`src/rtl/seg7_reader.sv`:
```
// seg7_reader: debounces a multiplexed active-low 7-segment scan into decoded 4-digit frames
module seg7_reader #(
  parameter int STABLE_CNT = 4
) (
  input  logic        clk,
  input  logic        reset,
  input  logic [7:0]  seg,
  input  logic [3:0]  dig_en,
  input  logic        frame_ready,
  output logic [15:0] value,
  output logic [3:0]  dp,
  output logic [3:0]  err,
  output logic        frame_valid,
  output logic        overrun
);
  localparam logic [3:0] ST = 4'(STABLE_CNT);
  typedef enum logic {EMPTY, PENDING} state_t;
  state_t state;
  logic [7:0] s_seg, p_seg;
  logic [3:0] s_en, p_en, cnt, cnt_nxt, mask, sh_dp, sh_err, code;
  logic [15:0] sh_val;
  logic [1:0] idx;
  logic onehot, cap, complete, valid;
  always_comb begin
    valid = 1'b1;
    code = 4'h0;
    case (s_seg[6:0])
      7'b1000000: code = 4'h0;
      7'b1111001: code = 4'h1;
      7'b0100100: code = 4'h2;
      7'b0110000: code = 4'h3;
      7'b0011001: code = 4'h4;
      7'b0010010: code = 4'h5;
      7'b0000010: code = 4'h6;
      7'b1111000: code = 4'h7;
      7'b0000000: code = 4'h8;
      7'b0010000: code = 4'h9;
      7'b0111110: code = 4'hF;
      7'b1111111: code = 4'hE;
      default:    valid = 1'b0;
    endcase
  end
  assign onehot = (s_en != 4'h0) && ((s_en & (s_en - 4'd1)) == 4'h0);
  assign cnt_nxt = !onehot ? 4'd0 :
                   ({s_seg, s_en} != {p_seg, p_en}) ? 4'd1 :
                   (cnt == ST) ? cnt : cnt + 4'd1;
  // capture only on the edge the counter first arrives at the threshold
  assign cap = onehot && cnt_nxt == ST && cnt != ST;
  assign idx = s_en[1] ? 2'd1 : s_en[2] ? 2'd2 : s_en[3] ? 2'd3 : 2'd0;
  assign complete = &mask;
  always_ff @(posedge clk or posedge reset)
    if (reset) begin
      s_seg <= 8'h0;
      s_en <= 4'h0;
      p_seg <= 8'h0;
      p_en <= 4'h0;
      cnt <= 4'd0;
      mask <= 4'h0;
      sh_val <= 16'h0;
      sh_dp <= 4'h0;
      sh_err <= 4'h0;
    end else begin
      s_seg <= seg;
      s_en <= dig_en;
      p_seg <= s_seg;
      p_en <= s_en;
      cnt <= cnt_nxt;
      mask <= (complete ? 4'h0 : mask) | (cap ? s_en : 4'h0);
      if (cap) begin
        sh_dp[idx] <= ~s_seg[7];
        sh_err[idx] <= ~valid;
        if (valid) sh_val[{idx, 2'b00} +: 4] <= code;
      end
    end
  always_ff @(posedge clk or posedge reset)
    if (reset) begin
      state <= EMPTY;
      value <= 16'h0;
      dp <= 4'h0;
      err <= 4'h0;
      frame_valid <= 1'b0;
      overrun <= 1'b0;
    end else if (state == EMPTY) begin
      if (complete) begin
        value <= sh_val;
        dp <= sh_dp;
        err <= sh_err;
        frame_valid <= 1'b1;
        state <= PENDING;
      end
    end else if (frame_valid && frame_ready && complete) begin
      value <= sh_val;
      dp <= sh_dp;
      err <= sh_err;
    end else if (frame_valid && frame_ready) begin
      frame_valid <= 1'b0;
      state <= EMPTY;
    end else if (complete) begin
      overrun <= 1'b1;
    end
endmodule

```
`config.mk`:
```
export PLATFORM = sky130hd
export DESIGN_NAME = seg7_reader
export DESIGN_NICKNAME = d
export VERILOG_FILES = /design/src/rtl/seg7_reader.sv
export SDC_FILE = /design/constraint.sdc
export NUM_CORES = 1
export LEC_CHECK = 0
export ABC_CLOCK_PERIOD_IN_PS = 5200
export BUFFER_PORTS_ARGS = -buffer_cell sky130_fd_sc_hd__buf_4
export CORE_ASPECT_RATIO = 1.4
export CORE_MARGIN = 8
export CORE_UTILIZATION = 46
export DETAILED_ROUTE_END_ITERATION = 8
export PLACE_DENSITY = 0.67
export SYNTH_ARGS = -nofsm -noshare
export SYNTH_HDL_FRONTEND = slang
export SYNTH_SLANG_ARGS = --single-unit
```
`constraint.sdc`:
```
create_clock -name clk -period 5.2 [get_ports clk]
set_clock_uncertainty 0.15 [all_clocks]
set_input_delay 1.04 -clock clk [delete_from_list [all_inputs] [get_ports clk]]
set_output_delay 1.04 -clock clk [all_outputs]
set_load 0.03 [all_outputs]
```
# --- Word level (Yosys, flattened, before mapping) ---
# Cells that the tools add are included.
op_classes:
  addsub: 3
  order_cmp: 2
  eq_ne: 18
  shift: 2
  muxes: 32
  n_bitwise: 6
  reduce_logical: 16
ops:
  columns: ["op", "n"]
  rows:
  - ["two-way mux 16 bit", 3]
  - ["two-way mux 4 bit", 11]
  - ["case mux 4 bit (11 select lines)", 1]
  - ["== test 7 bit, second input constant", 4]
  - ["== test 7 x 5 -> 1 bit, second input constant", 3]
  - ["== test 7 x 6 -> 1 bit, second input constant", 3]
  - ["bitwise mux 16 bit", 1]
  - ["variable shift 4 x 6 -> 16 bit, first input constant", 1]
  - ["variable part select 4 x 6 -> 16 bit", 1]
  - ["!= test 12 bit", 1]
  - ["OR reduction 12 bit", 1]
  - ["two-way mux 1 bit", 10]
  - ["bitwise mux 4 bit", 2]
  - ["== test 4 x 3 -> 1 bit, second input constant", 2]
  - ["== test 7 x 2 -> 1 bit, second input constant", 1]
  - ["logical NOT 7 bit", 1]
  - ["AND reduction 7 bit", 1]
  - ["logical AND 1 bit", 6]
  - ["two-way mux 2 bit", 3]
  - ["negation 4 -> 6 bit", 1]
  - ["adder 4 x 1 -> 4 bit, second input constant", 1]
  - ["AND 4 bit", 1]
  - ["logical NOT 4 bit", 1]
  - ["!= test 2 x 1 -> 1 bit, second input constant", 2]
  - ["other kinds (13)", 17]
word_totals:
  reg_bits: 83
  word_cells: 94

# --- Depth between registers and ports, before layout ---
# Gate-level depths: netlist of run 1.
depth:
  ltp_word: 10
  depth_mapped: 7
  depth_no_buf: 7

# --- Worst setup path after synthesis of run 1 ---
# OpenSTA, ideal clock, no wires.
synth_path:
  path_kind: "reg2reg"
  start: "register cnt[0]"
  end: "register sh_val[3]"
  setup_ns: 0.125
  t_arrival_ns: 2.384
  t_required_ns: 4.925
  path_slack_ns: 2.541
  stages_incl_launch_ff: 8
  n_path_buf: 0
  cell_sequence: "dfrtp_1 inv_1 ha_1 or4b_1 a21oi_1 o211ai_4 a2111oi_4 mux2_4"
synth_via:
  elab_chain_len: 8
synth_lines:
  columns: ["element", "line_no", "text"]
  rows:
  - ["start, declared", "20", "logic [3:0] s_en, p_en, cnt, cnt_nxt, mask, sh_dp, sh_err, code;"]
  - ["start signal, assigned", "67", "cnt <= cnt_nxt;"]
  - ["adder 4 x 1 -> 4 bit or == test 4 x 3 -> 1 bit (tied branches)", "46", "(cnt == ST) ? cnt : cnt + 4'd1;"]
  - ["two-way mux 4 bit", "46", null]
  - ["two-way mux 4 bit", "45", "({s_seg, s_en} != {p_seg, p_en}) ? 4'd1 :"]
  - ["two-way mux 4 bit", "44", "assign cnt_nxt = !onehot ? 4'd0 :"]
  - ["== test 4 x 3 -> 1 bit", "48", "assign cap = onehot && cnt_nxt == ST && cnt != ST;"]
  - ["logical AND 1 bit", "48", null]
  - ["logical AND 1 bit (*)", "48", null]
  - ["AND reduction 2 bit (no line) (*)", null, null]
  - ["end signal, assigned by index", "72", "if (valid) sh_val[{idx, 2'b00} +: 4] <= code;"]
  - ["end, declared", "21", "logic [15:0] sh_val;"]
# Every way passes the cells marked *; elsewhere a longest branch is shown, timed or not.
# A chain may end at the register's enable or synchronous reset.

# --- Worst setup path after layout of run 1 ---
layout_path:
  start: "register cnt[0]"
  end: "register sh_val[5]"
# Same word-level chain as after synthesis.

==> impl_metrics.yaml, run 1 <==
synthesis:
  yosysSeqAreaShare_pct: 57.7
  syn_area_per_cell_um2: 13.5
  syn-num-nets: 284
  yosysWarningCount: 0
  netlist_instances: 267
  postSynthRegisterBits: 83
  syn_area_um2: 3600
  postSynth.asyncResetShare_pct: 100
  post-synth-top-area-cell: "sky130_fd_sc_hd__dfrtp_1"
  post_synth_main_area_contributors: "sky130_fd_sc_hd__dfrtp_1 (58%), sky130_fd_sc_hd__mux2_2 (12%), sky130_fd_sc_hd__a2111oi_4 (3.8%)"
  synth_enable_flop_cells: 0
  yosys.area.top_type_share_pct: 57.7
  commonest_register_cell_after_synthesis: "sky130_fd_sc_hd__dfrtp_1"
  synthTopCellsByCount: "sky130_fd_sc_hd__dfrtp_1 (83), sky130_fd_sc_hd__mux2_2 (37), sky130_fd_sc_hd__inv_1 (16), sky130_fd_sc_hd__xor2_1 (13), sky130_fd_sc_hd__nand2_1 (12)"
  synth_cell_types: 47
  post-synth-top-count-cell: "sky130_fd_sc_hd__dfrtp_1"
die:
  design.die.area_um2: 10900
  num_rows: 38
  die-width_um: 90.7
  effective_utilization_at_floorplan_pct: 47.0
  io-pin-count: 41
  floorplan.die.height_um: 121
  fp.coreArea_um2: 7650
final_layout:
  regArea_um2: 2080
  layout_cell_share_with_drive_strength_beyond_1_pct: 36.3
  final_cell_count_no_fill: 414
  layout.core_utilization_pct: 54.5
  fill_cells: 679
  synthToLayoutAreaGrowth_pct: 16.1
  antenna_cells_inserted: 0
  finish.net_count: 326
  multi_input_combinational_cell_area_um2: 1380
  total_non_filler_cell_area_in_the_finished_layout_um2: 4180
placed_design:
  globalplace.congestion: 0.737
  detailed_placer_s_ending_hpwl_um: 4840
  port_buffers: 40
  detailed_place.area_um2: 3960
  place_inst: 398
cts:
  post_cts.repair.setup_buffers: 0
  clk_latency_ns: 0.36
  cts-htree-levels: 3
  post_cts_hold_buffer_count: 0
  clkTransAtPathRegs_ns: 0.08
  cts_inserted_buffers: 9
  max-clock-path-buffers: 2
  clock-sinks: 83
  ctsRootBufferMaster: "sky130_fd_sc_hd__clkbuf_8"
  ctsResizeCount: 0
  cts_tree: "done"
route:
  detail_route.drc_violations: 0
  routed_wirelength_um: 6510
  vias_per_cell: 5.12
  first_drt_pass_iteration_count: 4
  vias: 2120
  ant_nets: 0
  drt-wirelength-per-cell_um: 15.7
  detail_route.iter0.violations: 83
pwr:
  max-vdd-ir-drop_v: 0.000206
  power-per-cell-area_nw_per_um2: 288
  p_leak_nw: 1.94
flow_run:
  drv.max_cap_violation_count: 0
setup_path:
  regToRegStartpoint: "cnt[0]$_DFF_PP0_"
  crit_path_cell_trace: "inv_1, ha_1, or4b_1, a21oi_1, o211ai_4, a2111oi_4, mux2_2"
  setup.worst_path.start_class: "flop"
  cp.arrival_ns: 2.95
  critical-path-max-stage-delay_ns: 0.56
  criticalPathCategory: "reg -> reg"
  slowest_stage: "sky130_fd_sc_hd__a2111oi_4"
  critPathCaptureType: "flop"
  critical_path.max_fanout: 8
  r2r.worst_path.cells: 7
  cp_data_required_time_ns: 5.30
  cp-startpoint: "cnt[0]$_DFF_PP0_"
timing:
  post-route-period-util_pct: 54.9
  setup_tns_ns: 0
  grt_setup_unrepaired: "no"
  finalHoldViolCount: 0
  final.min_clock_period_ns: 2.86
  slew-limit-headroom_pct: 47.6
  worst_pin_slew_ns: 0.777
  fmax_ghz: 0.350
  finalSetupViolCount: 0
  slew_viol_final: 0
global_routing:
  leftover_overflow_at_the_end_of_global_routing: 0
  grt_pass1_vias: 2213
  grt.total_usage_pct: 12.9
  number_of_antenna_violations_at_the_first_check_in_global_routing: 0
  grt_start_max_net_pins: 55
  first_pass_grt_wire_length_um: 10900
hold_path:
  min_path_cells: 1
  hold_path.startpoint: "overrun$_DFFE_PP0P_"
  type_of_the_tightest_min_delay_check: "reg -> reg"
status:
  outcome: "finished, final reports clean"
## cell usage in the layout (no fill, tap or decap), drive strengths merged, types with 7 or more instances in the layout
master | Yosys | routed
nor3 | 10 | 10
clkbuf | 2 | 12
a21oi | 7 | 7
mux2i | 10 | 10
inv | 16 | 15
nand2 | 12 | 12
dfrtp | 83 | 83
buf | 9 | 42
nor2 | 7 | 7
mux2 | 38 | 38
xor2 | 13 | 13
## kinds of logic after synthesis
family	synth area share, %
AOI/OAI and AO/OA	9.01
xor gates and xnor gates	3.65
adders and majority gates	0.696
buffers and inverters	3.90
DFF	57.7
muxes	14.8
and+or+nand+nor	10.2
## power breakdown
| group | switching, mW | internal, mW |
|---|---|---|
| combinational | 0.0323 | 0.0215 |
| sequential | 0.0166 | 0.656 |
| clock | 0.216 | 0.259 |
| total | 0.265 | 0.937 |
## state kept, by name, indices dropped and copies added (netlist names), 4 cells and up
name and flops:
p_en 4, sh_val 16, value 16, dp 4, sh_dp 4, err 4
p_seg 8, mask 4, s_en 4, cnt 4, s_seg 8, sh_err 4
## critical path: cells and delay by family, from the launching register on
family,cells,cell delay (ns)
compound gates,3,0.98
simple gates,1,0.53
mux,1,0.39
flops,1,0.37
fa+ha+maj,1,0.24
buf+inv,1,0.08
## path summary, 6_finish.rpt
| check | slack, ns | end |
|---|---|---|
| min in group asynchronous | 0.54 | value[0]$_DFFE_PP0P_ |
| hold reg to reg | 0.33 | overrun$_DFFE_PP0P_ |
| setup / recovery | 2.34 | sh_val[5]$_DFFE_PP0P_ |
| setup reg to reg | 2.34 | sh_val[5]$_DFFE_PP0P_ |
| max in group asynchronous | 3.32 | sh_err[3]$_DFFE_PP0P_ |
| hold / removal | 0.33 | overrun$_DFFE_PP0P_ |
## per-layer routing
layer,vias to the layer above,track usage (%),part of all wire [%]
met5,-,0,0
met3,11,5.27,4.5
met1,1056,14.2,42
met4,0,6.79,2.4
met2,33,21.0,51
li1,1020,-,-
## through the flow
| step | setup slack [ns] | hold WS, ns | total power [mW] |
|---|---|---|---|
| floorplan | 1.87 | 0.199 | 0.723 |
| global placement | 2.40 | 0.314 | 0.739 |
| detailed placement | 2.32 | 0.314 | 0.741 |
| CTS | 2.31 | 0.334 | 1.22 |
| global route | 2.22 | 0.341 | 1.26 |
| finish | 2.34 | 0.328 | 1.20 |
## area by class of cell
class | count | share of cell area (%)
clock inverters | 4 | 1.14
inverters | 16 | 1.47
well taps | 100 | 3.00
flip-flops and latches | 83 | 49.7
clock buffers | 12 | 3.96
multi-input cells | 157 | 33.1
repair buffers | 42 | 7.55
(Power assumes the default switching activity.)
==> run 2, diff against run 1 <==
Settings changed: ABC_CLOCK_PERIOD_IN_PS 5200 to 2300, PLACE_DENSITY 0.67 to 0.7.
Clock period 5.2 ns to 2.3 ns, I/O delays scaled along.
==> run 2 against run 1 <==
The run now ends with setup timing left. Highest routed layer unchanged. Sequential share of layout area fell by 6.6 points. Register-to-register slack got worse by 2.5 ns. Largest cell class unchanged. Sequential cell count did not move. Utilization rose by 8.5 points. Critical endpoint is now sh_val[8]$_DFFE_PP0P_. Clock-buffer cell count fell by 1. Via count rose by 14%. Routed wire length rose by 14%.
==> impl_metrics.yaml, run 2 (synthesis gave the netlist of run 1 again) <==
final_layout:
  most-common-layout-cells: "sky130_fd_sc_hd__buf_4 (97), sky130_fd_sc_hd__dfrtp_1 (80), sky130_fd_sc_hd__mux2_2 (25)"
  layout.core_utilization_pct: 63.1
  antenna_cells_inserted: 0
  layout_cell_share_with_drive_strength_beyond_1_pct: 51.1
  finish.net_count: 388
  synthToLayoutAreaGrowth_pct: 34.2
  mostFrequentLayoutCell: "sky130_fd_sc_hd__buf_4"
  regArea_um2: 2080
  multi_input_combinational_cell_area_um2: 1550
  reg_top3: "sh_val x16, value x16"
  fill_cells: 601
global_routing:
  grt.total_usage_pct: 14.6
  leftover_overflow_at_the_end_of_global_routing: 0
  number_of_antenna_violations_at_the_first_check_in_global_routing: 0
  grt_pass1_vias: 2610
  first_pass_grt_wire_length_um: 12600
  grt_start_max_net_pins: 66
setup_path:
  cp-startpoint: "cnt[0]$_DFF_PP0_"
  cp_data_required_time_ns: 2.40
  critical_path.max_fanout: 8
  cp.arrival_ns: 2.59
  critical_path.reg2reg.endpoint: "sh_val[8]$_DFFE_PP0P_"
  r2r.worst_path.cells: 8
  setup.worst_path.start_class: "flop"
  regToRegStartpoint: "cnt[0]$_DFF_PP0_"
  critPathCaptureType: "flop"
  criticalPathCategory: "reg -> reg"
  r2r_setup_slack_ns: -0.20
die:
  floorplan.die.height_um: 121
  die-width_um: 90.7
  effective_utilization_at_floorplan_pct: 47.0
  fp.coreArea_um2: 7650
  num_rows: 38
  design.die.area_um2: 10900
  io-pin-count: 41
route:
  vias: 2418
  routed_wirelength_um: 7440
  first_drt_pass_iteration_count: 4
  vias_per_cell: 5.08
  drt-wirelength-per-cell_um: 15.6
  detail_route.iter0.violations: 88
  ant_nets: 0
  detail_route.drc_violations: 0
placed_design:
  detailed_placer_s_ending_hpwl_um: 5230
  globalplace.congestion: 0.852
  preCtsSetupSlack_ns: -0.235
  port_buffers: 40
timing:
  finalHoldViolCount: 0
  grt_setup_unrepaired: "yes"
  hold_slack_ns: 0.0598
  post-route-period-util_pct: 109
  slew-limit-headroom_pct: 68.3
  worst_pin_slew_ns: 0.463
  setup_ws_ns: -0.198
  final.min_clock_period_ns: 2.50
  slew_viol_final: 0
  finalSetupViolCount: 24
  setup_tns_ns: -2.80
  fmax_ghz: 0.400
cts:
  cts_inserted_buffers: 9
  max-clock-path-buffers: 2
  cts-htree-levels: 3
  clock-sinks: 83
  ctsRootBufferMaster: "sky130_fd_sc_hd__clkbuf_8"
  cts_tree: "done"
  clk_latency_ns: 0.36
  clkTransAtPathRegs_ns: 0.08
hold_path:
  type_of_the_tightest_min_delay_check: "in -> reg"
  hold_path.startpoint: "seg[0]"
  min_path_cells: 1
  hold-path-endpoint: "s_seg[0]$_DFF_PP0_"
flow_run:
  drv.max_cap_violation_count: 0
pwr:
  max-vdd-ir-drop_v: 0.000390
  totalPowerFinal_mw: 2.74
  p_leak_nw: 2.31
  power-per-cell-area_nw_per_um2: 567
status:
  outcome: "finished, violations left"
  violations: "setup timing"
[run 2: stage by stage]
stage	cells	instance area [um2]
after floorplan	267	3650
after global placement	441	4370
after detailed placement	441	4370
after CTS	472	4730
after global routing	476	4830
final	476	4830
[run 2: where the power goes]
group	switching (mW)	internal [mW]	leakage (nW)
clock network	0.499	0.526	0.0991
registers	0.0220	1.48	1.10
logic	0.113	0.0923	1.12
[run 2: worst max-delay path, cell delays in order, from the launching register on]
cell,delay [ns]
sky130_fd_sc_hd__dfrtp_1,0.37
sky130_fd_sc_hd__inv_1,0.07
sky130_fd_sc_hd__ha_2,0.19
sky130_fd_sc_hd__or4b_4,0.50
sky130_fd_sc_hd__a21oi_4,0.16
sky130_fd_sc_hd__o211ai_4,0.19
sky130_fd_sc_hd__a2111oi_4,0.27
sky130_fd_sc_hd__buf_4,0.20
sky130_fd_sc_hd__mux2_4,0.30
[run 2: worst max path at each step]
stage	slack, ns	to
2_1_floorplan	-0.23	sh_val[5]$_DFFE_PP0P_
3_3_place_gp	-0.20	sh_val[9]$_DFFE_PP0P_
3_5_place_dp	-0.24	sh_val[5]$_DFFE_PP0P_
4_1_cts	-0.19	sh_val[8]$_DFFE_PP0P_
5_1_grt	-0.29	sh_val[10]$_DFFE_PP0P_
6_report	-0.20	sh_val[8]$_DFFE_PP0P_
[run 2: per-layer routing]
layer | vias to the layer above | global-route usage [%] | wire length (um)
met1 | 1201 | 16.0 | 3020
met4 | 0 | 9.72 | 269
met2 | 52 | 24.2 | 3840
met3 | 18 | 4.34 | 313
met5 | - | 0 | 0
li1 | 1147 | - | -
[run 2: layout make-up]
class,count,area share [%]
repair buffers,104,16.9
clock buffers,11,2.93
well taps,100,2.59
inverters,16,1.32
flip-flops and latches,83,43.1
multi-input cells,157,32.0
clock inverters,5,1.09
[run 2: repair_timing]
action	CTS	global route
setup endpoints to repair	28	26
endpoints found under the hold margin	18	0
hold buffers	1	0
gates resized for setup	14	16
buffers inserted	14	4
pin swaps	12	5
==> run 3, diff against run 2 <==
Settings changed: ABC_CLOCK_PERIOD_IN_PS 2300 to 2800, CORE_MARGIN 8 to 10, PLACE_DENSITY 0.7 to 0.67.
Clock period 2.3 ns to 2.8 ns, I/O delays scaled along.
==> run 3 against run 2 <==
Die area up 7.9%. Sequential power down 18%. Clock-buffer cell count unchanged. Via count down 8.2%. The flow now finishes without violations.
==> impl_metrics.yaml, run 3 (synthesis gave the netlist of run 1 again) <==
pwr:
  max-vdd-ir-drop_v: 0.000372
  p_leak_nw: 2.03
  power-per-cell-area_nw_per_um2: 504
  totalPowerFinal_mw: 2.18
setup_path:
  setup.worst_path.start_class: "flop"
  cp_data_required_time_ns: 2.89
  crit_path_cell_trace: "or4_2, o21ai_0, a21oi_2, a2111oi_4, mux2_2"
  r2r_setup_slack_ns: 0.12
  r2r.worst_path.cells: 5
  timing.critical_path.buf_inv: 0
  cp.arrival_ns: 2.77
  critical_path.max_fanout: 9
  cell_type_group_with_the_largest_total_delay_on_the_critical_path: "compound AO/OA/AOI/OAI gates"
  slowest_stage: "sky130_fd_sc_hd__or4_2"
  regToRegStartpoint: "s_seg[1]$_DFF_PP0_"
  critical_path.reg2reg.endpoint: "sh_val[13]$_DFFE_PP0P_"
  critical-path-max-stage-delay_ns: 0.69
  criticalPathCategory: "reg -> reg"
  critPathCaptureType: "flop"
final_layout:
  finish.net_count: 347
  fill_cells: 667
  layout.core_utilization_pct: 56.2
  synthToLayoutAreaGrowth_pct: 20.2
  mostFrequentLayoutCell: "sky130_fd_sc_hd__dfrtp_1"
  antenna_cells_inserted: 0
  layout_cell_share_with_drive_strength_beyond_1_pct: 40.3
  most-common-layout-cells: "sky130_fd_sc_hd__dfrtp_1 (82), sky130_fd_sc_hd__buf_4 (62), sky130_fd_sc_hd__mux2_2 (37)"
  total_non_filler_cell_area_in_the_finished_layout_um2: 4330
  reg_top3: "sh_val x16, value x16"
route:
  vias: 2219
  wl_met2_um: 3530
  dr_wl_met3_um: 340
  ant_nets: 0
  detail_route.drc_violations: 0
  wire_length_on_met1_um: 2810
  drt-wirelength-per-cell_um: 15.7
  vias_per_cell: 5.10
  routed.top_layer: "met4"
  routed_wirelength_um: 6840
  first_drt_pass_iteration_count: 4
  detail_route.iter0.violations: 64
status:
  outcome: "finished, final reports clean"
cts:
  ctsRootBufferMaster: "sky130_fd_sc_hd__clkbuf_8"
  cts-htree-levels: 3
  cts_tree: "done"
  max-clock-path-buffers: 2
  clock-sinks: 83
  clk_latency_ns: 0.35
  clkTransAtPathRegs_ns: 0.08
  cts_inserted_buffers: 9
global_routing:
  number_of_antenna_violations_at_the_first_check_in_global_routing: 0
  leftover_overflow_at_the_end_of_global_routing: 0
  grt_pass1_vias: 2370
  grt.total_usage_pct: 12.5
  grt_start_max_net_pins: 43
  first_pass_grt_wire_length_um: 11600
timing:
  fmax_ghz: 0.373
  setup_ws_ns: 0.120
  worst_pin_slew_ns: 0.709
  finalSetupViolCount: 0
  grt_setup_unrepaired: "no"
  finalHoldViolCount: 0
  slew_viol_final: 0
  final.min_clock_period_ns: 2.68
  slew-limit-headroom_pct: 52.8
  setup_tns_ns: 0
  post-route-period-util_pct: 95.7
die:
  design.die.area_um2: 11800
  io-pin-count: 41
  die-width_um: 94.7
  fp.coreArea_um2: 7700
  num_rows: 38
  effective_utilization_at_floorplan_pct: 46.7
  floorplan.die.height_um: 125
placed_design:
  detailed_place.area_um2: 4120
  preCtsSetupSlack_ns: 0.0192
  port_buffers: 40
  globalplace.congestion: 0.878
  detailed_placer_s_ending_hpwl_um: 5130
hold_path:
  type_of_the_tightest_min_delay_check: "in -> async"
flow_run:
  drv.max_cap_violation_count: 0
run 3: how the worst max path moves through the flow:
stage	startpoint	end	slack [ns]	cells past startpoint
3_3_place_gp	cnt[0]$_DFF_PP0_	sh_val[4]$_DFFE_PP0P_	0.11	7
4_1_cts	cnt[0]$_DFF_PP0_	sh_val[7]$_DFFE_PP0P_	0.009	7
2_1_floorplan	cnt[0]$_DFF_PP0_	sh_val[3]$_DFFE_PP0P_	0.14	7
5_1_grt	s_seg[2]$_DFF_PP0_	sh_val[13]$_DFFE_PP0P_	0.005	5
3_5_place_dp	cnt[0]$_DFF_PP0_	sh_val[7]$_DFFE_PP0P_	0.02	7
6_report	s_seg[1]$_DFF_PP0_	sh_val[13]$_DFFE_PP0P_	0.12	5
run 3: area by class of cell:
type                       count  area (um2)  area share (%)
sequential                    83        2080            48.0
multi-input combinational    157        1390            32.1
timing repair buffer          63         485            11.2
clock buffer                  11         131            3.04
tap                          100         125            2.89
inverter                      16        63.8            1.48
clock inverter                 5        53.8            1.24
run 3: worst register-to-register path, cell delays in order, from the launching register on:
cell and delay [ns]:
sky130_fd_sc_hd__dfrtp_2 0.47, sky130_fd_sc_hd__or4_2 0.69, sky130_fd_sc_hd__o21ai_0 0.12, sky130_fd_sc_hd__a21oi_2 0.22, sky130_fd_sc_hd__a2111oi_4 0.52, sky130_fd_sc_hd__mux2_2 0.39
run 3: per-layer routing:
metal  track usage [%]  up-vias
li1                  -     1061
met1              14.0     1107
met2              20.3       38
met3              4.70       13
met4              5.39        0
met5                 0        -
run 3: power by group:
| part | switching (mW) | internal [mW] |
|---|---|---|
| combinational | 0.0698 | 0.0532 |
| clock | 0.405 | 0.410 |
| sequential | 0.0244 | 1.22 |
| total | 0.499 | 1.68 |
run 3: per-stage QoR:
| stage | hold WS [ns] | std cells |
|---|---|---|
| 2_1_floorplan | 0.199 | 267 |
| 3_3_place_gp | 0.272 | 417 |
| 3_5_place_dp | 0.289 | 417 |
| 4_1_cts | 0.00688 | 433 |
| 5_1_grt | 0.0115 | 435 |
| 6_report | 0.0126 | 435 |
run 3: timing repair:
item | CTS | global route
hold buffers | 0 | 0
endpoints found under the setup margin | 1 | 11
gates resized for setup | 0 | 2
buffers inserted | 0 | 2
pin swaps | 1 | 3
